$ cat src/rtl/riscv_pkg.sv
// Shared decode constants, issue-order encoding and steering FSM states for the dual-issue front end.
package riscv_pkg;

    localparam logic [6:0] OP_LOAD   = 7'b0000011;
    localparam logic [6:0] OP_STORE  = 7'b0100011;
    localparam logic [6:0] OP_BRANCH = 7'b1100011;
    localparam logic [6:0] OP_JAL    = 7'b1101111;
    localparam logic [6:0] OP_OP     = 7'b0110011;
    localparam logic [6:0] OP_OP_IMM = 7'b0010011;

    typedef enum logic [1:0] {
        ORD_A_B    = 2'b00,
        ORD_B_A    = 2'b01,
        ORD_A_ONLY = 2'b10,
        ORD_B_ONLY = 2'b11
    } order_e;

    typedef enum logic {
        ST_PAIR = 1'b0,
        ST_HOLD = 1'b1
    } state_e;

    typedef struct packed {
        logic        valid_a;
        logic        valid_b;
        logic [31:0] instr_a;
        logic [31:0] instr_b;
        logic [31:0] pc_a;
        logic [31:0] pc_b;
        order_e      order;
    } issue_t;

    localparam issue_t ISSUE_IDLE = '0;

    function automatic logic is_mem_op(input logic [6:0] op);
        return (op == OP_LOAD) || (op == OP_STORE);
    endfunction

    // A lone instruction goes to lane B only if it needs the memory port.
    function automatic issue_t issue_single(input logic [31:0] instr,
                                            input logic [31:0] pc,
                                            input logic        is_mem);
        issue_t r;
        r = ISSUE_IDLE;
        if (is_mem) begin
            r.valid_b = 1'b1;
            r.instr_b = instr;
            r.pc_b    = pc;
            r.order   = ORD_B_ONLY;
        end else begin
            r.valid_a = 1'b1;
            r.instr_a = instr;
            r.pc_a    = pc;
            r.order   = ORD_A_ONLY;
        end
        return r;
    endfunction

endpackage

$ cat src/rtl/pair_hazard.sv
// Combinational pairing check for a fetch pair: memory/control/RAW flags and split/swap decision.
// ISSUE_SWAP_EN: when defined, a memory instr0 with a non-memory instr1 is swapped instead of split.
module pair_hazard
    import riscv_pkg::*;
(
    input  logic [31:0] instr0,
    input  logic [31:0] instr1,
    output logic        mem0,
    output logic        mem1,
    output logic        ctrl0,
    output logic        raw,
    output logic        split,
    output logic        swap
);

    logic [31:0] instr [2];
    logic [1:0]  is_mem;
    logic [1:0]  is_ctrl;
    logic [1:0]  rd_wr;
    logic [1:0]  rs1_rd;
    logic [1:0]  rs2_rd;
    logic [4:0]  rd  [2];
    logic [4:0]  rs1 [2];
    logic [4:0]  rs2 [2];

    assign instr[0] = instr0;
    assign instr[1] = instr1;

    genvar gi;
    generate
        for (gi = 0; gi < 2; gi++) begin : g_dec
            logic [6:0] op;
            assign op          = instr[gi][6:0];
            assign rd[gi]      = instr[gi][11:7];
            assign rs1[gi]     = instr[gi][19:15];
            assign rs2[gi]     = instr[gi][24:20];
            assign is_mem[gi]  = is_mem_op(op);
            assign is_ctrl[gi] = (op == OP_BRANCH) || (op == OP_JAL);
            // Writes to x0 are architecturally discarded, so they never create a RAW.
            assign rd_wr[gi]   = ((op == OP_OP) || (op == OP_OP_IMM) || (op == OP_LOAD) || (op == OP_JAL))
                                 && (instr[gi][11:7] != 5'd0);
            assign rs1_rd[gi]  = (op == OP_OP) || (op == OP_OP_IMM) || (op == OP_LOAD)
                                 || (op == OP_STORE) || (op == OP_BRANCH);
            assign rs2_rd[gi]  = (op == OP_OP) || (op == OP_STORE) || (op == OP_BRANCH);
        end
    endgenerate

    assign mem0  = is_mem[0];
    assign mem1  = is_mem[1];
    assign ctrl0 = is_ctrl[0];
    assign raw   = rd_wr[0] && ((rs1_rd[1] && (rs1[1] == rd[0])) || (rs2_rd[1] && (rs2[1] == rd[0])));

`ifdef ISSUE_SWAP_EN
    assign split = raw || (mem0 && mem1) || ctrl0;
    assign swap  = !split && mem0 && !mem1;
`else
    // Without swapping, lane A can never take instr1 while instr0 holds lane B.
    assign split = raw || (mem0 && mem1) || ctrl0 || (mem0 && !mem1);
    assign swap  = 1'b0;
`endif

    logic unused_dec;
    assign unused_dec = ^{is_ctrl[1], rd_wr[1], rs1_rd[0], rs2_rd[0], rd[1], rs1[0], rs2[0],
                          instr0[31:25], instr0[14:12], instr1[31:25], instr1[14:12]};

endmodule

$ cat src/rtl/dual_issue_steer.sv
// Steers a fetched instruction pair onto lanes A/B (memory only in B), splitting via a one-entry hold buffer.
// ISSUE_SWAP_EN (see pair_hazard) selects swap-vs-split for a memory instr0 followed by a non-memory instr1.
module dual_issue_steer
    import riscv_pkg::*;
(
    input  logic        clk,
    input  logic        reset_n,
    input  logic [31:0] instr0_F,
    input  logic [31:0] instr1_F,
    input  logic [31:0] pc_F,
    input  logic        valid_F,
    output logic        ready_F,
    input  logic        stall_D,
    input  logic        flush_D,
    output logic [31:0] instrA_D,
    output logic [31:0] instrB_D,
    output logic [31:0] pcA_D,
    output logic [31:0] pcB_D,
    output logic        validA_D,
    output logic        validB_D,
    output logic [1:0]  order_D
);

    state_e      state_reg, state_next;
    issue_t      out_reg, out_next;
    logic [31:0] hold_instr_reg, hold_instr_next;
    logic [31:0] hold_pc_reg, hold_pc_next;
    logic        hold_mem_reg, hold_mem_next;

    logic mem0, mem1, ctrl0, raw, split, swap;
    logic accept;

    pair_hazard u_pair_hazard (
        .instr0 (instr0_F),
        .instr1 (instr1_F),
        .mem0   (mem0),
        .mem1   (mem1),
        .ctrl0  (ctrl0),
        .raw    (raw),
        .split  (split),
        .swap   (swap)
    );

    always_comb begin
        state_next      = state_reg;
        out_next        = out_reg;
        hold_instr_next = hold_instr_reg;
        hold_pc_next    = hold_pc_reg;
        hold_mem_next   = hold_mem_reg;
        ready_F         = reset_n && (state_reg == ST_PAIR) && !stall_D && !flush_D;
        accept          = valid_F && ready_F;

        if (flush_D) begin
            out_next        = ISSUE_IDLE;
            hold_instr_next = '0;
            hold_pc_next    = '0;
            hold_mem_next   = 1'b0;
            state_next      = ST_PAIR;
        end else if (!stall_D) begin
            if (state_reg == ST_HOLD) begin
                out_next        = issue_single(hold_instr_reg, hold_pc_reg, hold_mem_reg);
                hold_instr_next = '0;
                hold_pc_next    = '0;
                hold_mem_next   = 1'b0;
                state_next      = ST_PAIR;
            end else if (accept) begin
                if (split) begin
                    out_next        = issue_single(instr0_F, pc_F, mem0);
                    hold_instr_next = instr1_F;
                    hold_pc_next    = pc_F + 32'd4;
                    hold_mem_next   = mem1;
                    state_next      = ST_HOLD;
                end else if (swap) begin
                    out_next = '{valid_a: 1'b1, valid_b: 1'b1,
                                 instr_a: instr1_F, instr_b: instr0_F,
                                 pc_a: pc_F + 32'd4, pc_b: pc_F, order: ORD_B_A};
                end else begin
                    out_next = '{valid_a: 1'b1, valid_b: 1'b1,
                                 instr_a: instr0_F, instr_b: instr1_F,
                                 pc_a: pc_F, pc_b: pc_F + 32'd4, order: ORD_A_B};
                end
            end else begin
                out_next = ISSUE_IDLE;
            end
        end
    end

    always_ff @(posedge clk) begin
        if (!reset_n) begin
            state_reg      <= ST_PAIR;
            out_reg        <= ISSUE_IDLE;
            hold_instr_reg <= '0;
            hold_pc_reg    <= '0;
            hold_mem_reg   <= 1'b0;
        end else begin
            state_reg      <= state_next;
            out_reg        <= out_next;
            hold_instr_reg <= hold_instr_next;
            hold_pc_reg    <= hold_pc_next;
            hold_mem_reg   <= hold_mem_next;
        end
    end

    assign instrA_D = out_reg.instr_a;
    assign instrB_D = out_reg.instr_b;
    assign pcA_D    = out_reg.pc_a;
    assign pcB_D    = out_reg.pc_b;
    assign validA_D = out_reg.valid_a;
    assign validB_D = out_reg.valid_b;
    assign order_D  = out_reg.order;

    // Control and RAW only matter through the split decision.
    logic unused_flags;
    assign unused_flags = ctrl0 ^ raw;

endmodule

$ cat config.mk
export PLATFORM = sky130hd
export DESIGN_NAME = dual_issue_steer
export DESIGN_NICKNAME = d
export VERILOG_FILES = /design/src/rtl/riscv_pkg.sv /design/src/rtl/pair_hazard.sv /design/src/rtl/dual_issue_steer.sv
export SDC_FILE = /design/constraint.sdc
export NUM_CORES = 1
export LEC_CHECK = 0
export CAP_MARGIN = 5
export CORE_MARGIN = 2
export CORE_UTILIZATION = 38
export DETAILED_ROUTE_END_ITERATION = 10
export GPL_TIMING_DRIVEN = 0
export MAX_ROUTING_LAYER = met4
export PLACE_DENSITY_LB_ADDON = 0.08
export SLEW_MARGIN = 40
export SYNTH_ARGS = -nofsm -noshare
export SYNTH_HDL_FRONTEND = slang
export SYNTH_SLANG_ARGS = --single-unit
$ cat constraint.sdc
create_clock -name clk -period 6.96 [get_ports clk]
set_input_delay 2.088 -clock clk [delete_from_list [all_inputs] [get_ports clk]]
set_output_delay 2.088 -clock clk [all_outputs]
set_load 0.02 [all_outputs]
==> results.py <==
metrics = {
    "synthesis": {
        "synth_nets": 1100,
        "yosys_warnings": 0,
        "yosys.area.top_type": "dfxtp_1",
        "yosysMostFrequentCell": "dfxtp_1",
        "synth_area_leaders": "dfxtp_1 (44%), a221oi_1 (11%), a32o_2 (7.3%)",
        "synth_sequential_area_ratio_pct": 44.23,
        "ys_ff_latch": 198,
        "ys_types": 52,
        "postSynthAreaPerCell_um2": 8.979,
        "synthCells": 998,
        "netlist_top_cells_count": "dfxtp_1 (198), a221oi_1 (112), nor2_1 (80)",
        "synth_top_flop_cell": "dfxtp_1",
        "syn_area_um2": 8961,
        "synth_edf_count": 0,
        "synthArstFlopShare_pct": 0,
        "synth.top_cell.area_share_pct": 44.23,
    },
    "clock_tree": {
        "postCtsSetupBuffers": 0,
        "numCtsBuffers": 17,
        "clock_latency_ns": 0.44,
        "htree_levels": 4,
        "cts_buffer_depth": 2,
        "hold_buffers": 0,
        "cts.sinks": 198,
        "cts_root_buffer": "clkbuf_16",
        "clkTransAtPathRegs_ns": 0.08,
        "cts_tree": "built",
        "cts_resized": 0,
    },
    "timing": {
        "setup_tns_ns": 0,
        "finClkSkew_ns": 0.01250,
        "setup_viol": 0,
        "holdWs_ns": 0.4796,
        "worstMarginPinSlew_ns": 0.8338,
        "timing.fmax_mhz": 170.1,
        "fin_crit_sh_pct": 84.47,
        "slew_viol_final": 0,
        "relSlewSlack_pct": 44.28,
        "layout_min_cycle_time_ns": 5.879,
        "finalHoldViolCount": 0,
        "rsz0062_at_grt": "no",
    },
    "setup_path": {
        "slowest_delay_ns": 0.75,
        "path_max_fanout": 6,
        "critPathTopFamily": "buffers and inverters",
        "worst_setup_path_start_kind": "input port",
        "critical_path_class": "input port to primary output",
        "critical_path_buf_inv_count": 2,
        "slowest_stage": "clkdlybuf4s50_1",
        "end_kind": "primary output",
        "arrival_ns": 3.79,
        "cp.required_ns": 4.87,
        "crit_chain": "clkdlybuf4s50_1 > nor4b_4 > clkdlybuf4s50_1",
        "cp_common_cell": "clkdlybuf4s50_1",
    },
    "drt": {
        "ant_nets": 0,
        "drt-total-wl_mm": 34.08,
        "drc": 0,
        "avgViaCountPerCell": 5.885,
        "wl_per_cell_um": 21.58,
        "drt-initial-drc-count": 733,
        "drtPass1Iterations": 5,
        "vias": 9292,
    },
    "placement": {
        "gp_congestion": 0.8617,
        "port_buffers": 227,
        "dp_hpwl_mm": 24.63,
    },
    "global_route": {
        "grt_pass1_wl_mm": 52.04,
        "grt_pass1_vias": 8764,
        "antenna_found_initial": 3,
        "grt_overflow_total": 0,
        "gr-usage-all-layers_pct": 28.11,
        "grt_max_degree": 19,
    },
    "layout": {
        "nets": 1346,
        "layout-drive-gt1-share_pct": 10.26,
        "syn2layout_area_growth_pct": 36.57,
    },
    "floorplan": {
        "ios": 234,
        "core.rowCount": 56,
        "start_util_pct": 38.41,
        "die_area_um2": 24830,
        "fp.dieH_um": 157.6,
        "core-area_um2": 23330,
        "die_w_um": 157.6,
    },
    "pwr": {
        "combPwrFrac_pct": 13.5,
        "p_leak_nw": 4.437,
        "swShare_pct": 27.42,
        "cellPowerDensity_nw_per_um2": 206.0,
        "seqPwrFrac_pct": 46.4,
        "p_int_mw": 1.830,
        "power_switching_mw": 0.6911,
        "p_clk_share_pct": 40.1,
        "irDropWorstVdd_mv": 0.1232,
    },
    "worst_hold_path": {
        "min_path_type": "flop to flop",
    },
    "run": {
        "drv_cap": 0,
    },
    "outcome": {
        "status": "complete, no violations",
    },
}
final timing paths:
kind	startpoint	to	slack (ns)	depth (start not counted)
max	stall_D	ready_F	1.08	3
min reg2reg	pcA_D[23]$_SDFFE_PP0N_	pcA_D[23]$_SDFFE_PP0N_	0.48	2
max reg2reg	state_reg$_SDFFE_PP0N_	pcB_D[4]$_SDFFE_PP0N_	4.34	8
min	pcA_D[23]$_SDFFE_PP0N_	pcA_D[23]$_SDFFE_PP0N_	0.48	2
cell type report:
| type | count | area (um^2) |
|---|---|---|
| repair buffers | 227 | 2272 |
| clock inverters | 12 | 132.6 |
| diodes | 3 | 7.507 |
| fillers | 2257 | 11090 |
| clock buffers | 20 | 456.7 |
| well taps | 319 | 399.1 |
| flip-flops and latches | 198 | 3964 |
| plain buffers | 106 | 478.0 |
| multi-input cells | 689 | 4509 |
| inverters | 5 | 18.77 |
routing by layer:
metal	wire [um]	GRT usage [%]	vias to the layer above
met3	2449	4.543	43
met1	15870	39.39	4506
met4	708	8.745	0
met2	15050	41.44	398
li1	-	-	4345
met5	0	-	-
cells by family after synthesis:
family,count (synthesis),share of synthesized area [%]
buf+inv,111,5.543
compound gates,356,30.86
flops,198,44.23
xor+xnor,39,3.812
simple gates,293,15.41
fa+ha+maj,1,0.1396
worst reg2reg max path: stages, from the launching register on:
cell      delay [ns]
dfxtp_1         0.40
nor4b_4         0.46
o311a_1         0.23
buf_2           0.29
nand2_1         0.17
a21oi_4         0.33
buf_2           0.37
nand3b_1        0.12
a31oi_1         0.18
placed cells by master (no fill, tap or decap), types with 13 or more instances in the layout:
| master | n |
|---|---|
| nor2_1 | 80 |
| a21oi_1 | 65 |
| clkdlybuf4s50_1 | 227 |
| buf_2 | 19 |
| xnor2_1 | 30 |
| a32o_2 | 58 |
| dfxtp_1 | 198 |
| clkbuf_1 | 77 |
| nand3_1 | 16 |
| o21ai_0 | 67 |
| nor3_1 | 70 |
| a221oi_1 | 112 |
| and3_1 | 14 |
| nand4_1 | 13 |
| nand2_1 | 76 |
| clkbuf_16 | 17 |
power by group through the flow:
stage,clock [mW],combinational [mW],sequential (mW)
after global placement,0,0.336,1.20
after detailed placement,0,0.337,1.20
after CTS,1.03,0.338,1.17
after floorplan,0,0.129,1.22
after global routing,1.07,0.366,1.17
final,1.01,0.340,1.17
metrics by stage:
stage | total power, mW | instances | worst slack, ns | cell area (um^2) | utilization [%]
after global placement | 1.532 | 1544 | 1.109 | 11630 | 49.86
final | 2.521 | 1579 | 1.081 | 12240 | 52.45
after detailed placement | 1.533 | 1544 | 1.100 | 11630 | 49.86
after CTS | 2.535 | 1576 | 1.098 | 12220 | 52.38
after global routing | 2.611 | 1579 | 1.030 | 12240 | 52.45
after floorplan | 1.352 | 998 | 2.296 | 8961 | -
No activity file was read; power rests on OpenSTA's default activity.
==> variant 1, RTL diff (config.mk and constraints unchanged) <==
The option `ISSUE_SWAP_EN` is turned on by a define.
--- a/src/rtl/pair_hazard.sv
+++ b/src/rtl/pair_hazard.sv
@@ -1,5 +1,7 @@
 // Combinational pairing check for a fetch pair: memory/control/RAW flags and split/swap decision.
 // ISSUE_SWAP_EN: when defined, a memory instr0 with a non-memory instr1 is swapped instead of split.
+`define ISSUE_SWAP_EN
+
 module pair_hazard
     import riscv_pkg::*;
 (
Check against the original RTL: not equivalent (a bounded check fails within 4 cycles, from zero or initial values).
==> variant 1 against the unedited design <==
Sequential cell count stayed put; power is 1.2% higher; wire length is 8.4% higher; utilization is 0.19 points higher; cell area is 0.66% higher; synthesized area is 0.81% higher; critical path depth is 1 higher; worst setup slack better by 0.034 ns; global-route usage is 1.6 points higher; critical path type unchanged; highest routed layer unchanged.
==> variant 1: results (changes against the unedited design) <==
[synth]
ys_types=49  ; -5.8%
synth_compound_area_frac=0.341  ; +0.0324
synthXorXnorAreaFrac=0.0368  ; -0.00128
yosysSeqAreaShare=0.439  ; -0.00355
synthTopCellsByCount=dfxtp_1, a21oi_1, o21ai_0
synth_area_leaders=dfxtp_1, a221oi_1, a21oi_1
synth_fa_ha_area_frac=0.00139  ; -0.0000112

[place]
place_congestion=0.927  ; +7.5%
port_buffers=228  ; +0.44%
place_hpwl_um=26800  ; +8.9%

[drt]
wl_per_cell_um=22.7  ; +5.4%
vias=9884  ; +6.4%
drt_iter0_drc=906  ; +24%

[run_status]
status=completed

[grt]
antenna_found_initial=1  ; -2
gr-usage-all-layers=0.297  ; +0.0157
grt_start_max_net_pins=20  ; +1

[worst_hold_path]
min_path_cells=1  ; -1
hold_start=hold_mem_reg

[final_layout]
final_layout_size_suffix_gt1_frac=0.0521  ; -0.0505
fillers=2274  ; +0.75%

[worst_setup_path]
crit_arrival_ns=3.76  ; -0.03 ns
reg2reg_depth=7  ; -1
ff2ff_setup_slack_ns=3.91  ; -0.43 ns
crit_fanout=4  ; -2

[pwr]
ir_worst_vdd_mv=0.129  ; +4.8%

[sta]
worst_pin_slew_ns=0.886  ; +0.0520 ns

==> variant 1: worst max path at each step <==
stage / to / slack (ns) / startpoint / cells past startpoint
6_report: ready_F / 1.12 / reset_n / 4
5_1_grt: ready_F / 1.06 / reset_n / 4
4_1_cts: ready_F / 1.11 / reset_n / 4
3_5_place_dp: ready_F / 1.12 / reset_n / 4
3_3_place_gp: ready_F / 1.12 / reset_n / 4
2_1_floorplan: ready_F / 1.93 / stall_D / 3
==> variant 1: critical path, stage by stage <==
cell and delay (ns):
clkdlybuf4s50_1 0.50, or4b_4 0.51, inv_1 0.07, clkdlybuf4s50_1 0.59
==> variant 1: power breakdown <==
group          internal, mW  switching, mW  total [mW]
Clock                 0.524          0.511        1.04
Sequential             1.16         0.0149        1.17
Combinational         0.147          0.200       0.346
==> variant 1: area by class of cell <==
cell class / count / area share
Antenna cell: 1 / 0.000203
Buffer: 109 / 0.0403
Clock buffer: 18 / 0.0356
Clock inverter: 14 / 0.0128
Inverter: 7 / 0.00213
Multi-Input combinational cell: 730 / 0.369
Sequential cell: 198 / 0.322
Tap cell: 319 / 0.0324
Timing Repair Buffer: 228 / 0.185
==> variant 1: cells by family (layout without fill, tap and decap cells) <==
kind of cell,count (synthesis),in the layout
buffers and inverters,116,376
and+or+nand+nor,225,225
xor gates and xnor gates,38,38
other,0,1
AOI/OAI and AO/OA,466,466
adders and majority gates,1,1
DFF,198,198
==> variant 1: layer usage <==
metal  up-vias  global-route usage  wire length, um
li1       4506                   -                -
met2       529               0.426            16100
met4         0               0.110              990
met1      4783               0.417            16600
met3        66              0.0515             3210
met5         -                   -                0
==> variant 2, RTL diff (same settings) <==
Without the edit above. Take the reset off `hold_instr_reg` and load it in a clocked block of its own.
--- a/src/rtl/dual_issue_steer.sv
+++ b/src/rtl/dual_issue_steer.sv
@@ -89,16 +89,18 @@
         if (!reset_n) begin
             state_reg      <= ST_PAIR;
             out_reg        <= ISSUE_IDLE;
-            hold_instr_reg <= '0;
             hold_pc_reg    <= '0;
             hold_mem_reg   <= 1'b0;
         end else begin
             state_reg      <= state_next;
             out_reg        <= out_next;
-            hold_instr_reg <= hold_instr_next;
             hold_pc_reg    <= hold_pc_next;
             hold_mem_reg   <= hold_mem_next;
         end
+    end
+
+    always_ff @(posedge clk) begin
+        hold_instr_reg <= hold_instr_next;
     end
 
     assign instrA_D = out_reg.instr_a;
Check against the original RTL: no difference found for any inputs over 4 cycles, from zero or initial values; that may be too few to reach the edited logic, so the function may still have changed.
==> variant 2 against the unedited design <==
Sequential cell count stayed put; power is 0.16% lower; maximum frequency is 0.50% higher; count of clock-buffer cells in the layout is 2 lower; worst setup slack better by 0.029 ns; sequential share of layout area is 0.060 points higher; cell area is 0.18% lower; wire length is 0.75% higher; register-to-register slack worse by 0.10 ns; synthesized area hardly changed; highest routed layer unchanged.
==> variant 2: results (changes against the unedited design) <==
[final_layout]
final_layout_size_suffix_gt1_frac=0.103  ; +0.000164
fillers=2256  ; -0.044%
buffers=331  ; -0.60%
final_cells=1574  ; -0.32%
inverters=6  ; +1
clock_buffers=18  ; -10%
seq_area_frac=0.324  ; +0.000597
fin_nets=1345  ; -0.074%
multi_input_area_share=0.369  ; +0.000474
synthToLayoutAreaGrowth_pct=36.4
layout.nonclk_buf_frac=0.225  ; about the same
clkCellAreaFrac=0.0475  ; -0.000628

[drt]
drt_iter0_drc=850  ; +16%
wirelength_um=34300  ; +0.75%

[sta]
fin_skew_ns=0.0157  ; +0.00325 ns

[place]
post_dp_cell_area_um2=11600  ; about the same
place_worst_setup_slack_ns=1.06  ; -0.0405 ns
post-place-cells=1543  ; -0.065%
place_hpwl_um=24600  ; about the same

[run_status]
status=completed

[pwr]
ir_worst_vdd_mv=0.151  ; +22%
p_leak_nw=4.43  ; -0.19%
swShare=0.278  ; +0.00402

[synth]
synthTopCellsByCount=dfxtp_1, a221oi_1, nor2_1
ys_types=53  ; +1.9%
synth_area_leaders=dfxtp_1, a221oi_1, a32o_2
synthXorXnorAreaFrac=0.0381  ; about the same
synth_fa_ha_area_frac=0.00140  ; about the same

[grt]
grt_pass1_wl_um=52600  ; +1.0%
antenna_found_initial=0  ; -3
grt_pass1_vias=9006  ; +2.8%
gr-usage-all-layers=0.284  ; +0.00286

[worst_setup_path]
crit_arrival_ns=3.76  ; -0.03 ns
ff2ff_setup_slack_ns=4.24  ; -0.10 ns

[worst_hold_path]
hold_start=order_D[1]
hold_end=order_D[1]

==> variant 2: changes by cell type after synthesis <==
cell | before | now
nand2_1 | 76 | 77
clkinv_1 | 0 | 1
buf_1 | 2 | 1
nand2b_1 | 3 | 2
clkbuf_1 | 76 | 75
==> variant 2: metal layers <==
layer	wire length (um)	GRT usage	share of wire
met3	2340	0.0394	0.068
met2	15300	0.420	0.45
met1	16100	0.404	0.47
met5	0	-	0
met4	613	0.0810	0.018
==> variant 2: power by group through the flow <==
stage | registers (mW) | logic [mW] | clock network (mW)
2_1_floorplan | 1.22 | 0.129 | 0
3_3_place_gp | 1.20 | 0.335 | 0
3_5_place_dp | 1.20 | 0.335 | 0
4_1_cts | 1.17 | 0.337 | 1.01
5_1_grt | 1.17 | 0.364 | 1.05
6_report | 1.17 | 0.339 | 1.01
==> variant 2: worst max-delay path, cell delays in order <==
cell and delay [ns]:
clkdlybuf4s50_1 0.47, nor4b_4 0.51, clkdlybuf4s50_1 0.69
